$ cat config.mk
export PLATFORM = sky130hd
export DESIGN_NAME = countdown_timer
export DESIGN_NICKNAME = d
export VERILOG_FILES = /design/src/rtl/countdown_timer_pkg.sv /design/src/rtl/hms_decrement.sv /design/src/rtl/countdown_timer.sv
export SDC_FILE = /design/constraint.sdc
export NUM_CORES = 1
export LEC_CHECK = 0
export CAP_MARGIN = 20
export CORE_ASPECT_RATIO = 1.2
export CORE_MARGIN = 2
export CORE_UTILIZATION = 37
export DETAILED_ROUTE_END_ITERATION = 12
export SYNTH_ARGS = -nofsm -noshare
export SYNTH_HDL_FRONTEND = slang
export SYNTH_HIERARCHICAL = 1
export SYNTH_SLANG_ARGS = --single-unit
$ cat constraint.sdc
create_clock -name clk -period 2.95 [get_ports clk]
set_clock_uncertainty 0.1 [all_clocks]
set_input_delay 0.59 -clock clk [delete_from_list [all_inputs] [get_ports clk]]
set_output_delay 0.59 -clock clk [all_outputs]
set_load 0.1 [all_outputs]
$ cat src/rtl/countdown_timer_pkg.sv
// Shared types and constants for the HH:MM:SS countdown timer.
// Optional feature macro used by the top: COUNTDOWN_AUTORELOAD_EN.
package countdown_timer_pkg;

  typedef enum logic [1:0] {
    ST_IDLE   = 2'd0,
    ST_RUN    = 2'd1,
    ST_PAUSED = 2'd2,
    ST_DONE   = 2'd3
  } state_t;

  localparam logic [1:0] SEL_SEC  = 2'd0;
  localparam logic [1:0] SEL_MIN  = 2'd1;
  localparam logic [1:0] SEL_HR   = 2'd2;
  localparam logic [1:0] SEL_NONE = 2'd3;

  localparam int HR_MAX_DEFAULT = 23;
  localparam int MS_MAX_DEFAULT = 59;

  function automatic logic [5:0] clamp6(input logic [5:0] v, input logic [5:0] max);
    return (v > max) ? max : v;
  endfunction

endpackage

$ cat src/rtl/hms_decrement.sv
// Combinational borrow-chain decrement of an HH:MM:SS triple.
// A time of 00:00:00 is held rather than wrapped; zero flags the result.
module hms_decrement
  import countdown_timer_pkg::*;
#(
  parameter int MS_MAX = MS_MAX_DEFAULT
) (
  input  logic [5:0] hr,
  input  logic [5:0] min,
  input  logic [5:0] sec,
  output logic [5:0] hr_next,
  output logic [5:0] min_next,
  output logic [5:0] sec_next,
  output logic       zero
);

  localparam logic [5:0] MS_TOP = 6'(MS_MAX);

  always_comb begin
    hr_next  = hr;
    min_next = min;
    sec_next = sec;
    if (sec != 6'd0) begin
      sec_next = sec - 6'd1;
    end else if (min != 6'd0) begin
      min_next = min - 6'd1;
      sec_next = MS_TOP;
    end else if (hr != 6'd0) begin
      hr_next  = hr - 6'd1;
      min_next = MS_TOP;
      sec_next = MS_TOP;
    end
    zero = (hr_next == 6'd0) && (min_next == 6'd0) && (sec_next == 6'd0);
  end

endmodule

$ cat src/rtl/countdown_timer.sv
// Down-counting HH:MM:SS timer with load clamping and an IDLE/RUN/PAUSED/DONE FSM.
// Define COUNTDOWN_AUTORELOAD_EN to reload from the last loaded time on expiry.
module countdown_timer
  import countdown_timer_pkg::*;
#(
  parameter int HR_MAX = HR_MAX_DEFAULT,
  parameter int MS_MAX = MS_MAX_DEFAULT
) (
  input  logic       clk,
  input  logic       preset,
  input  logic       tick,
  input  logic       load,
  input  logic [1:0] sel,
  input  logic [5:0] value,
  input  logic       start,
  input  logic       pause,
  output logic [5:0] hr,
  output logic [5:0] min,
  output logic [5:0] sec,
  output logic       running,
  output logic       done
);

  localparam logic [5:0] HR_TOP = 6'(HR_MAX);
  localparam logic [5:0] MS_TOP = 6'(MS_MAX);

  // Control: tick/start/pause are one-clk pulses, load is a level; all are
  // sampled on every rising clk edge, with priority load > pause > start > tick.
  state_t     state, state_next;
  logic [5:0] hr_d, min_d, sec_d;
  logic       running_d, done_d;
  logic [5:0] dec_hr, dec_min, dec_sec;
  logic       dec_zero;
  logic       load_hit;
  logic       time_zero;
  logic       reload_pulse;

  assign load_hit  = load && (sel != SEL_NONE) && (state != ST_RUN);
  assign time_zero = (hr == 6'd0) && (min == 6'd0) && (sec == 6'd0);

  hms_decrement #(.MS_MAX(MS_MAX)) u_dec (
    .hr       (hr),
    .min      (min),
    .sec      (sec),
    .hr_next  (dec_hr),
    .min_next (dec_min),
    .sec_next (dec_sec),
    .zero     (dec_zero)
  );

`ifdef COUNTDOWN_AUTORELOAD_EN
  logic [5:0] sh_hr, sh_min, sh_sec;
  logic       sh_zero;

  assign sh_zero = (sh_hr == 6'd0) && (sh_min == 6'd0) && (sh_sec == 6'd0);

  always_ff @(posedge clk or posedge preset) begin
    if (preset) begin
      sh_hr  <= 6'd0;
      sh_min <= 6'd0;
      sh_sec <= 6'd0;
    end else if (load_hit) begin
      case (sel)
        SEL_SEC: sh_sec <= clamp6(value, MS_TOP);
        SEL_MIN: sh_min <= clamp6(value, MS_TOP);
        default: sh_hr  <= clamp6(value, HR_TOP);
      endcase
    end
  end
`endif

  always_comb begin
    state_next   = state;
    hr_d         = hr;
    min_d        = min;
    sec_d        = sec;
    reload_pulse = 1'b0;
    if (load_hit) begin
      case (sel)
        SEL_SEC: sec_d = clamp6(value, MS_TOP);
        SEL_MIN: min_d = clamp6(value, MS_TOP);
        default: hr_d  = clamp6(value, HR_TOP);
      endcase
      state_next = ST_IDLE;
    end else begin
      case (state)
        ST_IDLE: if (start && !time_zero) state_next = ST_RUN;
        ST_RUN: begin
          if (pause) begin
            state_next = ST_PAUSED;
          end else if (tick) begin
            hr_d  = dec_hr;
            min_d = dec_min;
            sec_d = dec_sec;
            if (dec_zero) begin
`ifdef COUNTDOWN_AUTORELOAD_EN
              if (!sh_zero) begin
                hr_d         = sh_hr;
                min_d        = sh_min;
                sec_d        = sh_sec;
                reload_pulse = 1'b1;
              end else begin
                state_next = ST_DONE;
              end
`else
              state_next = ST_DONE;
`endif
            end
          end
        end
        ST_PAUSED: if (start) state_next = ST_RUN;
        default: ;
      endcase
    end
    running_d = (state_next == ST_RUN);
    done_d    = (state_next == ST_DONE) || reload_pulse;
  end

  always_ff @(posedge clk or posedge preset) begin
    if (preset) begin
      state   <= ST_IDLE;
      hr      <= 6'd0;
      min     <= 6'd0;
      sec     <= 6'd0;
      running <= 1'b0;
      done    <= 1'b0;
    end else begin
      state   <= state_next;
      hr      <= hr_d;
      min     <= min_d;
      sec     <= sec_d;
      running <= running_d;
      done    <= done_d;
    end
  end

endmodule

# Yosys cells after proc, flatten, opt, wreduce, memory -nomap -nowiden
# Cells that the tools add are included.
[totals]
ff_bits = 22
elab_cells = 80
output_inout_bits = 20
[op_classes]
n_reduce_logical = 25
mux = 33
n_lt_le_gt_ge = 2
add_sub_neg = 3
n_eq_ne = 11
[ops]
columns = ["cell", "count"]
rows = [
  ["6-bit two-way mux", 26],
  ["6-bit zero test", 6],
  ["6-bit nonzero test", 3],
  ["6-bit by 1-bit subtractor with 6-bit output (second input constant)", 3],
  ["2-bit two-way mux", 6],
  ["4-bit AND reduction", 3],
  ["2-bit by 1-bit inequality test with 1-bit output (second input constant)", 4],
  ["1-bit logical AND", 7],
  ["2-bit by 1-bit equality test with 1-bit output (second input constant)", 3],
  ["6-bit by 5-bit greater-than comparator with 1-bit output (second input constant)", 1],
  ["6-bit greater-than comparator (second input constant)", 1],
  ["2-bit case mux with 3 select lines", 1],
  ["2-bit equality test (second input constant)", 2],
  ["2-bit zero test", 2],
  ["2-bit inequality test (second input constant)", 2],
  ["2-bit nonzero test", 2],
  ["2-bit OR reduction", 1],
  ["1-bit zero test", 1],
]

# Logic depth before layout (Yosys ltp)
# Gate-level depths: netlist of the first run.
[depth]
word_depth = 13
depth_mapped = 12
ltp_nobuf = 11

# Cells and area by module
# The synthesis of the first run kept the hierarchy.
[by_module_without_submodules]
columns = ["mod", "area_per_inst_um2", "n_inst", "cells_each"]
rows = [
  ["countdown_timer", 1188.6, 1, 127],
  ["hms_decrement", 769.5, 1, 118],
]

# Worst setup path before layout of the first run
# No wires, ideal clock.
[synth_path]
path_type = "reg2reg"
start = "reg hr[0]"
end = "reg running"
path_slack_ps = -350
setup_ps = 128
t_arrival_ps = 3072
path_buffers = 1
path_stages_with_launch = 13
path_cell_list = "dfrtp_1 -> inv_1 -> ha_1 -> nor4b_2 -> or4b_4 -> buf_6 -> a211oi_2 -> o221ai_1 -> nor4_1 -> a211oi_1 -> nor2_1 -> a21oi_1 -> nor2b_1"
[synth_via]
elab_chain_len = 13
elab_cells_between_ends = 28
cone_classes = "1 x add/sub; 1 x eq/ne; 15 x mux; 11 x reduce/logical"
[synth_rtl]
columns = ["element", "line", "text"]
rows = [
  ["start, declared", "countdown_timer.sv:17", "output logic [5:0] hr,"],
  ["start signal, assigned", "countdown_timer.sv:129", "hr <= hr_d;"],
  ["6-bit by 1-bit subtractor with 6-bit output or 6-bit nonzero test (tied branches)", "hms_decrement.sv:29, hms_decrement.sv:28", ""],
  ["6-bit two-way mux", "hms_decrement.sv:28", "end else if (hr != 6'd0) begin"],
  ["6-bit two-way mux", "hms_decrement.sv:25", "end else if (min != 6'd0) begin"],
  ["6-bit two-way mux", "hms_decrement.sv:23", "if (sec != 6'd0) begin"],
  ["6-bit zero test", "hms_decrement.sv:33", "zero = (hr_next == 6'd0) && (min_next == 6'd0) && (sec_next == 6'd0);"],
  ["1-bit logical AND", "hms_decrement.sv:33", ""],
  ["1-bit logical AND (*)", "hms_decrement.sv:33", ""],
  ["net dec_zero", "countdown_timer.sv:33", "logic dec_zero;"],
  ["2-bit two-way mux (*)", "countdown_timer.sv:95", "if (dec_zero) begin"],
  ["2-bit two-way mux (*)", "countdown_timer.sv:91", "end else if (tick) begin"],
  ["2-bit two-way mux (*)", "countdown_timer.sv:89", "if (pause) begin"],
  ["2-bit case mux with 3 select lines (*)", "countdown_timer.sv:86", "case (state)"],
  ["2-bit two-way mux (*)", "countdown_timer.sv:78", "if (load_hit) begin"],
  ["2-bit by 1-bit equality test with 1-bit output (*)", "countdown_timer.sv:115", "running_d = (state_next == ST_RUN);"],
  ["net running_d", "countdown_timer.sv:31", "logic running_d, done_d;"],
  ["end signal, assigned", "countdown_timer.sv:132", "running <= running_d;"],
  ["end, declared", "countdown_timer.sv:20", "output logic running,"],
]
# Mark *: on every way through the listed nets, which the timed path passes. The rest lies on a longest branch.
# A chain may end at the register's enable or synchronous reset.

# Worst setup path in the final report of the first run
[layout_path]
start = "reg min[0]"
end = "reg running"
[layout_via]
elab_chain_len = 12
elab_cells_between_ends = 26
cone_classes = "1 x add/sub; 1 x eq/ne; 13 x mux; 11 x reduce/logical"
[layout_rtl]
columns = ["element", "line", "text"]
rows = [
  ["start, declared", "countdown_timer.sv:18", "output logic [5:0] min,"],
  ["start signal, assigned", "countdown_timer.sv:130", "min <= min_d;"],
  ["6-bit by 1-bit subtractor with 6-bit output (tied with other cells)", "hms_decrement.sv:26", "min_next = min - 6'd1;"],
  ["6-bit two-way mux", "hms_decrement.sv:25", ""],
  ["6-bit two-way mux", "hms_decrement.sv:23", ""],
  ["6-bit zero test", "hms_decrement.sv:33", ""],
  ["1-bit logical AND", "hms_decrement.sv:33", ""],
  ["1-bit logical AND (*)", "hms_decrement.sv:33", ""],
  ["net dec_zero", "countdown_timer.sv:33", ""],
  ["2-bit two-way mux (*)", "countdown_timer.sv:95", ""],
  ["2-bit two-way mux (*)", "countdown_timer.sv:91", ""],
  ["2-bit two-way mux (*)", "countdown_timer.sv:89", ""],
  ["2-bit case mux with 3 select lines (*)", "countdown_timer.sv:86", ""],
  ["2-bit two-way mux (*)", "countdown_timer.sv:78", ""],
  ["2-bit by 1-bit equality test with 1-bit output (*)", "countdown_timer.sv:115", ""],
  ["net running_d", "countdown_timer.sv:31", ""],
]
# Marked as above.

==> insert_results.sql, run 1 <==
INSERT INTO impl_metrics (metric_group, metric, value, unit) VALUES
('run', 'maxCapViolations', '0', ''),
('global_route', 'grt_max_degree', '23', ''),
('timing', 'fin_hold_ws', '0.536', 'ns'),
('global_route', 'grt_pass1_wl', '10900', 'µm'),
('critical_path', 'worst-path-buf-inv', '1', ''),
('synthesis', 'post-synth-top-area-fraction', '28.1', '%'),
('timing', 'maxSlewViolCount', '0', ''),
('status', 'outcome', 'finished clean', ''),
('critical_path', 'critPathCaptureType', 'register', ''),
('critical_path', 'critical_path.cell_chain', 'inv_4 -> ha_4 -> or2b_4 -> or4b_4 -> a211oi_4 -> o221ai_2 -> nor4_4 -> a211oi_2 -> nor2_1 -> a21oi_2 -> nor2b_1', ''),
('critical_path', 'cp_num_cells', '11', ''),
('timing', 'finalSetupViolCount', '0', ''),
('synthesis', 'post_synth_instance_area', '1960', 'µm²'),
('synthesis', 'yosys_most_used_dff', 'sky130_fd_sc_hd__dfrtp_1', ''),
('critical_path', 'timing_worst_setup_path_type', 'reg -> reg', ''),
('final_layout', 'final_layout_size_suffix_gt1_share', '38.0', '%'),
('floorplanning', 'fp-row-count', '29', ''),
('clock_tree', 'tritoncts', 'built', ''),
('final_layout', 'final_nets', '332', ''),
('synthesis', 'ffs_w_async_s_r_synth', '100', '%'),
('routing', 'detail_route.vias_per_cell', '5.89', ''),
('routing', 'drc', '0', ''),
('global_route', 'groute.usage.overall', '23.7', '%'),
('clock_tree', 'cts.sinks', '22', ''),
('clock_tree', 'clock_path_buffers', '2', ''),
('clock_tree', 'clock_latency_of_the_later_clocked_register_in_the_worst_skew_pair', '0.29', 'ns'),
('critical_path', 'max_stage_delay', '0.54', 'ns'),
('routing', 'antenna_left', '0', ''),
('timing', 'fmaxAchievable', '341', 'MHz'),
('routing', 'detailedRoute.firstIterationViolations', '179', ''),
('floorplanning', 'design.die.area', '5890', 'µm²'),
('routing', 'wl_per_cell', '18.3', 'µm'),
('critical_path', 'rr_endpoint', 'running$_DFF_PP0_', ''),
('final_layout', 'num_antenna_cells', '0', ''),
('floorplanning', 'coreArea', '5190', 'µm²'),
('critical_path', 'path_max_fanout', '4', ''),
('synthesis', 'flop_and_latch_count_out_of_synthesis', '22', ''),
('clock_tree', 'cts_h_tree_depth', '1', ''),
('timing', 'final.setup.tns', '0', 'ns'),
('global_route', 'gr-total-overflow', '0', ''),
('final_layout', 'fin_util', '53.8', '%'),
('floorplanning', 'pin_count', '34', ''),
('synthesis', 'synth.yosys.seq_area_share', '28.1', '%'),
('critical_path', 'setup.worst_path.start_class', 'register', ''),
('floorplanning', 'die_w', '70.4', 'µm'),
('timing', 'report.final.hold_viol_count', '0', ''),
('clock_tree', 'hold_buf_count_cts', '0', ''),
('synthesis', 'synth_area_leader_cell', 'sky130_fd_sc_hd__dfrtp_1', ''),
('critical_path', 'r2r.worst_path.cells', '11', ''),
('placed_design', 'half_perimeter_wire_length_after_placement', '5130', 'µm'),
('timing', 'timing.final.crit_share', '99.5', '%'),
('routing', 'drt_first_pass_iters', '5', ''),
('synthesis', 'synthTopCellsByArea', 'sky130_fd_sc_hd__dfrtp_1 28%, sky130_fd_sc_hd__nand2_1 6.1%, sky130_fd_sc_hd__nor2_1 5.8%', ''),
('clock_tree', 'worst_setup_hold_path_clk_slew', '0.11', 'ns'),
('clock_tree', 'tritoncts_buffers', '3', ''),
('critical_path', 'timing.reg2reg.setup_slack', '0.01', 'ns'),
('timing', 'timing.final.crit_period', '2.94', 'ns'),
('routing', 'routed_wire_length', '6870', 'µm'),
('final_layout', 'postLayoutCellArea', '2790', 'µm²'),
('floorplanning', 'initial_core_utilization', '37.7', '%'),
('synthesis', 'synth_warnings', '6', ''),
('placed_design', 'globalplace.congestion', '0.922', ''),
('placed_design', 'postPlaceCellArea', '2580', 'µm²'),
('floorplanning', 'die_height', '83.7', 'µm'),
('global_route', 'first_global_vias', '2126', ''),
('synthesis', 'synthesis.nets', '263', ''),
('timing', 'unrepaired_setup_endpoints_after_global_routing', 'yes', ''),
('worst_hold_path', 'hp-class', 'in -> async', ''),
('critical_path', 'worstPathArrival', '3.01', 'ns'),
('critical_path', 'endpoint', 'running$_DFF_PP0_', ''),
('synthesis', 'synth_enable_flop_cells', '0', '');
-- per-stage QoR --
step / instances / setup slack [ns]
2_1_floorplan: 245 / 0.00432
3_3_place_gp: 366 / -0.0446
3_5_place_dp: 366 / -0.0645
4_1_cts: 371 / 0.00200
5_1_grt: 375 / -0.113
6_report: 375 / 0.0137
-- area by class of cell --
| cell class | count | area [µm²] |
|---|---|---|
| Fill cell | 498 | 2390 |
| Multi-Input combinational cell | 192 | 1390 |
| Sequential cell | 22 | 587 |
| Timing Repair Buffer | 72 | 577 |
| Inverter | 23 | 93.8 |
| Tap cell | 62 | 77.6 |
| Clock buffer | 3 | 41.3 |
| Clock inverter | 1 | 30.0 |
-- state kept, by name (all words and copies together) (netlist names) --
register / count
done: 1
hr: 6
min: 6
running: 1
sec: 6
state: 2
-- worst register-to-register path, delay by kind of cell, from the launching register on --
kind	cells	cell delay [ns]
simple gates	5	1.43
compound gates	4	0.57
flops	1	0.51
buf+inv	1	0.08
fa+ha+maj	1	0.14
-- worst min-delay path by stage --
stage / from / endpoint / slack [ns] / cells past startpoint
2_1_floorplan: preset / done$_DFF_PP0_ / 0.48 / 1
3_3_place_gp: hr[4]$_DFFE_PP0P_ / hr[4]$_DFFE_PP0P_ / 0.51 / 2
3_5_place_dp: sec[5]$_DFFE_PP0P_ / sec[5]$_DFFE_PP0P_ / 0.52 / 2
4_1_cts: sec[5]$_DFFE_PP0P_ / sec[5]$_DFFE_PP0P_ / 0.53 / 2
5_1_grt: hr[4]$_DFFE_PP0P_ / hr[4]$_DFFE_PP0P_ / 0.58 / 2
6_report: preset / sec[2]$_DFFE_PP0P_ / 0.54 / 3
-- cell families after synthesis --
kind of cell             share of synthesized area [%]
adder cells (fa/ha/maj)                           2.56
AO/OA/AOI/OAI                                     24.6
multiplexers                                      4.15
XOR/XNOR                                         0.447
buffers and inverters                             8.75
flip-flops                                        28.1
AND/OR/NAND/NOR                                   31.4
-- repair_timing --
item,CTS,global route
pin swaps,1,8
setup endpoints to repair,2,3
gates resized for setup,2,20
setup buffers,1,4
-- routing by layer --
| metal | routed length [µm] | up-vias | track usage, % |
|---|---|---|---|
| li1 | - | 1030 | - |
| met1 | 3010 | 1050 | 32.4 |
| met2 | 3220 | 104 | 38.3 |
| met3 | 391 | 24 | 2.54 |
| met4 | 253 | 0 | 9.09 |
| met5 | 0 | - | 0 |
-- cells in the mapped netlist, types with 2 or more instances --
library cell	count
sky130_fd_sc_hd__nor4_1	6
sky130_fd_sc_hd__o21ai_0	7
sky130_fd_sc_hd__o221ai_1	2
sky130_fd_sc_hd__a21o_1	3
sky130_fd_sc_hd__nor2b_1	3
sky130_fd_sc_hd__nor4b_1	3
sky130_fd_sc_hd__o21ai_1	4
sky130_fd_sc_hd__ha_1	4
sky130_fd_sc_hd__nor3_1	12
sky130_fd_sc_hd__nor2_1	30
sky130_fd_sc_hd__nor4b_2	2
sky130_fd_sc_hd__o31ai_1	8
sky130_fd_sc_hd__o41ai_1	3
sky130_fd_sc_hd__buf_4	2
sky130_fd_sc_hd__buf_6	4
sky130_fd_sc_hd__mux2i_1	7
sky130_fd_sc_hd__nand4_1	2
sky130_fd_sc_hd__o21a_1	2
sky130_fd_sc_hd__nand2b_1	5
sky130_fd_sc_hd__or3_1	2
sky130_fd_sc_hd__inv_1	23
sky130_fd_sc_hd__dfrtp_1	22
sky130_fd_sc_hd__nand3_1	6
sky130_fd_sc_hd__or3_2	2
sky130_fd_sc_hd__a211oi_1	2
sky130_fd_sc_hd__a31oi_1	8
sky130_fd_sc_hd__a21oi_1	5
sky130_fd_sc_hd__nand2_1	32
sky130_fd_sc_hd__o31ai_2	2
Power of run 1 is not shown: default switching activity piles up to over one toggle a cycle in this logic, so the estimate is an artifact.
==> run 2: changes to the inputs <==
- clock period: 2.95 -> 3.5 ns (I/O delays scaled with it)
==> insert_results.sql, run 2 (synthesized netlist as in run 1, its figures left out) <==
INSERT INTO impl_metrics (metric_group, metric, value, unit) VALUES
('global_route', 'global_route_track_usage_on_met1', '27.7', '%'),
('routing', 'detail_route.vias_per_cell', '5.87', ''),
('critical_path', 'cp_data_required_time', '3.56', 'ns'),
('global_route', 'gr-total-overflow', '0', ''),
('critical_path', 'path_max_fanout', '8', ''),
('timing', 'report.final.hold_viol_count', '0', ''),
('critical_path', 'worst_r2r_startpoint', 'sec[0]$_DFFE_PP0P_', ''),
('final_layout', 'fin_util', '45.3', '%'),
('worst_hold_path', 'hp-class', 'reg -> reg', ''),
('timing', 'unrepaired_setup_endpoints_after_global_routing', 'no', ''),
('clock_tree', 'postCtsSetupRepairBufs', '0', ''),
('final_layout', 'n_fill_cell', '538', ''),
('clock_tree', 'clock_path_buffers', '2', ''),
('timing', 'final.setup.tns', '0', 'ns'),
('clock_tree', 'clockRootBuffer', 'sky130_fd_sc_hd__clkbuf_8', ''),
('clock_tree', 'worst_setup_hold_path_clk_slew', '0.10', 'ns'),
('placed_design', 'globalplace.congestion', '0.968', ''),
('routing', 'total_via_count_after_detailed_routing', '2020', ''),
('critical_path', 'rr_endpoint', 'running$_DFF_PP0_', ''),
('final_layout', 'top_registers', 'hr (6), min (6), sec (6)', ''),
('routing', 'routed_wire_length', '6040', 'µm'),
('critical_path', 'critPathCaptureType', 'register', ''),
('final_layout', 'synthToLayoutAreaGrowth', '19.9', '%'),
('global_route', 'met2_usage', '35.7', '%'),
('routing', 'detailedRoute.firstIterationViolations', '206', ''),
('status', 'outcome', 'finished clean', ''),
('floorplanning', 'pin_count', '34', ''),
('clock_tree', 'clock_latency_of_the_later_clocked_register_in_the_worst_skew_pair', '0.28', 'ns'),
('routing', 'wl_per_cell', '17.6', 'µm'),
('global_route', 'grt_busiest_layer', 'met2', ''),
('timing', 'fmaxAchievable', '308', 'MHz'),
('clock_tree', 'cts_h_tree_depth', '1', ''),
('worst_hold_path', 'holdPathEnd', 'hr[1]$_DFFE_PP0P_', ''),
('global_route', 'groute.usage.overall', '21.4', '%'),
('run', 'maxCapViolations', '0', ''),
('timing', 'slew_headroom', '35.8', '%'),
('clock_tree', 'post_cts_resize_count', '0', ''),
('timing', 'finalSetupViolCount', '0', ''),
('global_route', 'grt_max_degree', '23', ''),
('routing', 'drt_first_pass_iters', '4', ''),
('critical_path', 'timing_worst_setup_path_type', 'reg -> reg', ''),
('floorplanning', 'die_height', '83.7', 'µm'),
('timing', 'timing.final.crit_share', '92.9', '%'),
('final_layout', 'most-common-layout-cells', '32 x sky130_fd_sc_hd__nand2_1, 30 x sky130_fd_sc_hd__nor2_1, 27 x sky130_fd_sc_hd__buf_4, 23 x sky130_fd_sc_hd__inv_1, 22 x sky130_fd_sc_hd__dfrtp_1', ''),
('critical_path', 'worstPathArrival', '3.32', 'ns'),
('clock_tree', 'tritoncts_buffers', '3', ''),
('global_route', 'grt_util_met3', '1.81', '%'),
('timing', 'tightest_slew', '0.960', 'ns'),
('routing', 'antenna_left', '0', ''),
('floorplanning', 'coreArea', '5190', 'µm²'),
('worst_hold_path', 'hold_start', 'hr[1]$_DFFE_PP0P_', ''),
('floorplanning', 'die_w', '70.4', 'µm'),
('final_layout', 'layout.cells.most_common', 'sky130_fd_sc_hd__nand2_1', ''),
('timing', 'maxSlewViolCount', '0', ''),
('timing', 'layout_setup_ws', '0.248', 'ns'),
('final_layout', 'num_antenna_cells', '0', ''),
('critical_path', 'setup.worst_path.start_class', 'register', ''),
('final_layout', 'layout.area.seq', '551', 'µm²'),
('critical_path', 'r2r.worst_path.cells', '11', ''),
('final_layout', 'final_nets', '301', ''),
('clock_tree', 'cts.sinks', '22', ''),
('timing', 'timing.final.crit_period', '3.25', 'ns'),
('placed_design', 'half_perimeter_wire_length_after_placement', '4640', 'µm'),
('routing', 'drc', '0', ''),
('floorplanning', 'initial_core_utilization', '37.7', '%'),
('final_layout', 'multi_input_area', '1240', 'µm²'),
('placed_design', 'port_buffers', '33', ''),
('global_route', 'grt_pass1_wl', '9970', 'µm'),
('critical_path', 'timing.reg2reg.setup_slack', '0.25', 'ns'),
('floorplanning', 'fp-row-count', '29', ''),
('placed_design', 'dp_worst_setup_slack', '0.337', 'ns'),
('floorplanning', 'design.die.area', '5890', 'µm²'),
('clock_tree', 'tritoncts', 'built', ''),
('global_route', 'first_global_vias', '1990', ''),
('worst_hold_path', 'hold-path-cell-count', '2', ''),
('clock_tree', 'hold_buf_count_cts', '0', ''),
('global_route', 'grt_antenna_before_repair', '0', ''),
('final_layout', 'final_layout_size_suffix_gt1_share', '18.1', '%');
-- run 2: critical path, cell delays in order, from the launching register on --
cell	delay [ns]
sky130_fd_sc_hd__dfrtp_1	0.47
sky130_fd_sc_hd__inv_1	0.11
sky130_fd_sc_hd__ha_1	0.28
sky130_fd_sc_hd__or4b_1	0.54
sky130_fd_sc_hd__nor4b_2	0.54
sky130_fd_sc_hd__o21a_1	0.21
sky130_fd_sc_hd__o221ai_1	0.10
sky130_fd_sc_hd__nor4_1	0.34
sky130_fd_sc_hd__a211oi_1	0.13
sky130_fd_sc_hd__nor2_1	0.10
sky130_fd_sc_hd__a21oi_1	0.07
sky130_fd_sc_hd__nor2b_1	0.15
-- run 2: per-stage QoR --
| step | hold WS [ns] | cell area [µm²] | std cells |
|---|---|---|---|
| after floorplan | 0.479 | 1960 | 245 |
| after global placement | 0.477 | 2290 | 340 |
| after detailed placement | 0.483 | 2290 | 340 |
| after CTS | 0.499 | 2350 | 344 |
| after global routing | 0.535 | 2350 | 344 |
| final | 0.495 | 2350 | 344 |
-- run 2: worst max-delay path by stage --
stage                             end  slack, ns  depth (start not counted)          startpoint
finish              running$_DFF_PP0_       0.25                         11  sec[0]$_DFFE_PP0P_
global placement    running$_DFF_PP0_       0.43                         11  sec[0]$_DFFE_PP0P_
global route        running$_DFF_PP0_       0.03                         11  sec[0]$_DFFE_PP0P_
CTS                 running$_DFF_PP0_       0.30                         11  sec[0]$_DFFE_PP0P_
detailed placement  running$_DFF_PP0_       0.34                         11  sec[0]$_DFFE_PP0P_
floorplan           running$_DFF_PP0_       0.20                         12   hr[0]$_DFFE_PP0P_
-- run 2: final cells by class --
cell class	count	share of cell area, %
inverters	23	3.68
well taps	62	3.30
clock buffers	4	2.34
repair buffers	41	14.6
multi-input cells	192	52.6
flip-flops and latches	22	23.4
-- run 2: metal layers --
layer / part of all wire, % / up-vias
li1: - / 968
met1: 43 / 964
met2: 48 / 71
met3: 4.4 / 17
met4: 3.8 / 0
met5: 0 / -
Power of run 2 is left out for the same reason.
==> run 3: changes to the inputs <==
- HOLD_SLACK_MARGIN: default -> 0.12
- RECOVER_POWER: default -> 100
==> insert_results.sql, run 3 (synthesized netlist as in run 1, its figures left out) <==
INSERT INTO impl_metrics (metric_group, metric, value, unit) VALUES
('status', 'outcome', 'finished clean', ''),
('global_route', 'grt_pass1_wl', '9970', 'µm'),
('critical_path', 'path_max_fanout', '8', ''),
('critical_path', 'critical_path.cell_chain', 'inv_1 -> ha_1 -> or4b_1 -> nor4b_2 -> o21a_1 -> o221ai_1 -> nor4_1 -> a211oi_1 -> nor2_1 -> a21oi_1 -> nor2b_1', ''),
('clock_tree', 'worst_setup_hold_path_clk_slew', '0.09', 'ns'),
('worst_hold_path', 'hp-class', 'reg -> reg', ''),
('floorplanning', 'fp-row-count', '29', ''),
('timing', 'maxSlewViolCount', '0', ''),
('timing', 'timing.final.crit_period', '3.24', 'ns'),
('global_route', 'first_global_vias', '1990', ''),
('critical_path', 'timing.critical_path.slowest_stage_cell', 'sky130_fd_sc_hd__or4b_1', ''),
('placed_design', 'half_perimeter_wire_length_after_placement', '4640', 'µm'),
('final_layout', 'num_antenna_cells', '0', ''),
('timing', 'fin_hold_ws', '0.491', 'ns'),
('critical_path', 'r2r.worst_path.cells', '11', ''),
('final_layout', 'final_layout_size_suffix_gt1_share', '10.3', '%'),
('routing', 'total_via_count_after_detailed_routing', '2033', ''),
('clock_tree', 'cts.sinks', '22', ''),
('routing', 'detail_route.vias_per_cell', '5.91', ''),
('clock_tree', 'tritoncts_buffers', '3', ''),
('clock_tree', 'clockRootBuffer', 'sky130_fd_sc_hd__clkbuf_8', ''),
('global_route', 'grt_max_degree', '23', ''),
('floorplanning', 'coreArea', '5190', 'µm²'),
('final_layout', 'most-common-layout-cells', '33 x sky130_fd_sc_hd__nand2_1, 30 x sky130_fd_sc_hd__nor2_1, 23 x sky130_fd_sc_hd__inv_1, 22 x sky130_fd_sc_hd__dfrtp_1, 19 x sky130_fd_sc_hd__clkbuf_1', ''),
('timing', 'tightest_slew', '1.17', 'ns'),
('critical_path', 'timing_worst_setup_path_type', 'reg -> reg', ''),
('global_route', 'grt_antenna_before_repair', '0', ''),
('routing', 'drt_first_pass_iters', '4', ''),
('timing', 'report.final.hold_viol_count', '0', ''),
('routing', 'antenna_left', '0', ''),
('routing', 'detailedRoute.firstIterationViolations', '239', ''),
('run', 'maxCapViolations', '0', ''),
('routing', 'drc', '0', ''),
('floorplanning', 'design.die.area', '5890', 'µm²'),
('timing', 'final.setup.tns', '0', 'ns'),
('timing', 'fmaxAchievable', '309', 'MHz'),
('timing', 'unrepaired_setup_endpoints_after_global_routing', 'no', ''),
('final_layout', 'top_registers', 'hr (6), min (6), sec (6)', ''),
('clock_tree', 'clock_path_buffers', '2', ''),
('floorplanning', 'die_height', '83.7', 'µm'),
('routing', 'routed_wire_length', '6050', 'µm'),
('clock_tree', 'post_cts_resize_count', '0', ''),
('critical_path', 'critPathCaptureType', 'register', ''),
('worst_hold_path', 'hold-path-cell-count', '2', ''),
('timing', 'slew_headroom', '22.2', '%'),
('floorplanning', 'pin_count', '34', ''),
('critical_path', 'cp_data_required_time', '3.56', 'ns'),
('timing', 'finalSetupViolCount', '0', ''),
('critical_path', 'setup.worst_path.start_class', 'register', ''),
('clock_tree', 'clock_latency_of_the_later_clocked_register_in_the_worst_skew_pair', '0.28', 'ns'),
('global_route', 'gr-total-overflow', '0', ''),
('critical_path', 'worstPathArrival', '3.30', 'ns'),
('global_route', 'groute.usage.overall', '21.4', '%'),
('final_layout', 'synthToLayoutAreaGrowth', '15.3', '%'),
('final_layout', 'layout.cells.most_common', 'sky130_fd_sc_hd__nand2_1', ''),
('clock_tree', 'hold_buf_count_cts', '0', ''),
('timing', 'timing.final.crit_share', '92.5', '%'),
('placed_design', 'globalplace.congestion', '0.968', ''),
('floorplanning', 'die_w', '70.4', 'µm'),
('routing', 'wl_per_cell', '17.6', 'µm'),
('final_layout', 'final_nets', '301', ''),
('clock_tree', 'postCtsSetupRepairBufs', '0', ''),
('placed_design', 'port_buffers', '33', ''),
('clock_tree', 'tritoncts', 'built', ''),
('clock_tree', 'cts_h_tree_depth', '1', ''),
('floorplanning', 'initial_core_utilization', '37.7', '%'),
('critical_path', 'max_stage_delay', '0.54', 'ns');
-- run 3: cell count changes in the layout (fill, tap and decap cells not counted), moves of 3 or more --
cell                              delta
sky130_fd_sc_hd__clkdlybuf4s50_1     -3
sky130_fd_sc_hd__o21ai_1             -3
sky130_fd_sc_hd__o21ai_0             +3
sky130_fd_sc_hd__clkbuf_1           +19
sky130_fd_sc_hd__buf_4              -19
sky130_fd_sc_hd__dlygate4sd3_1       +3
-- run 3: area by class of cell --
cell class	instances	area, µm²
clock buffer	4	55.1
timing repair buffer	41	272
sequential	22	551
multi-input combinational	192	1220
inverter	23	86.3
fill	561	2930
tap	62	77.6
-- run 3: path summary, 6_finish.rpt --
| check | start | end | slack (ns) |
|---|---|---|---|
| min in group asynchronous | preset | sec[4]$_DFFE_PP0P_ | 0.95 |
| hold / removal | hr[1]$_DFFE_PP0P_ | hr[1]$_DFFE_PP0P_ | 0.49 |
| setup reg to reg | sec[0]$_DFFE_PP0P_ | running$_DFF_PP0_ | 0.26 |
| max in group asynchronous | preset | min[0]$_DFFE_PP0P_ | 1.80 |
| setup / recovery | sec[0]$_DFFE_PP0P_ | running$_DFF_PP0_ | 0.26 |
| hold reg to reg | hr[1]$_DFFE_PP0P_ | hr[1]$_DFFE_PP0P_ | 0.49 |
-- run 3: critical path, delay by kind of cell, from the launching register on --
family                     cells  cell delay [ns]
adders and majority gates      1             0.27
buffers and inverters          1             0.11
and+or+nand+nor                5             1.66
AOI/OAI and AO/OA              4             0.51
DFF                            1             0.46
-- run 3: through the flow --
step	std cells	area, µm²	setup WS [ns]	utilization [%]
floorplan	245	1960	0.200	-
global placement	340	2290	0.426	44.2
detailed placement	340	2290	0.337	44.2
CTS	344	2350	0.296	45.3
global route	344	2260	0.0329	43.5
finish	344	2260	0.263	43.5
-- run 3: metal layers --
layer	up-vias	wire [µm]	track usage [%]
met3	13	280	1.81
met4	0	187	9.79
met1	965	2670	27.7
met2	86	2910	35.7
li1	969	-	-
met5	-	0	0
Power of run 3 is left out for the same reason.
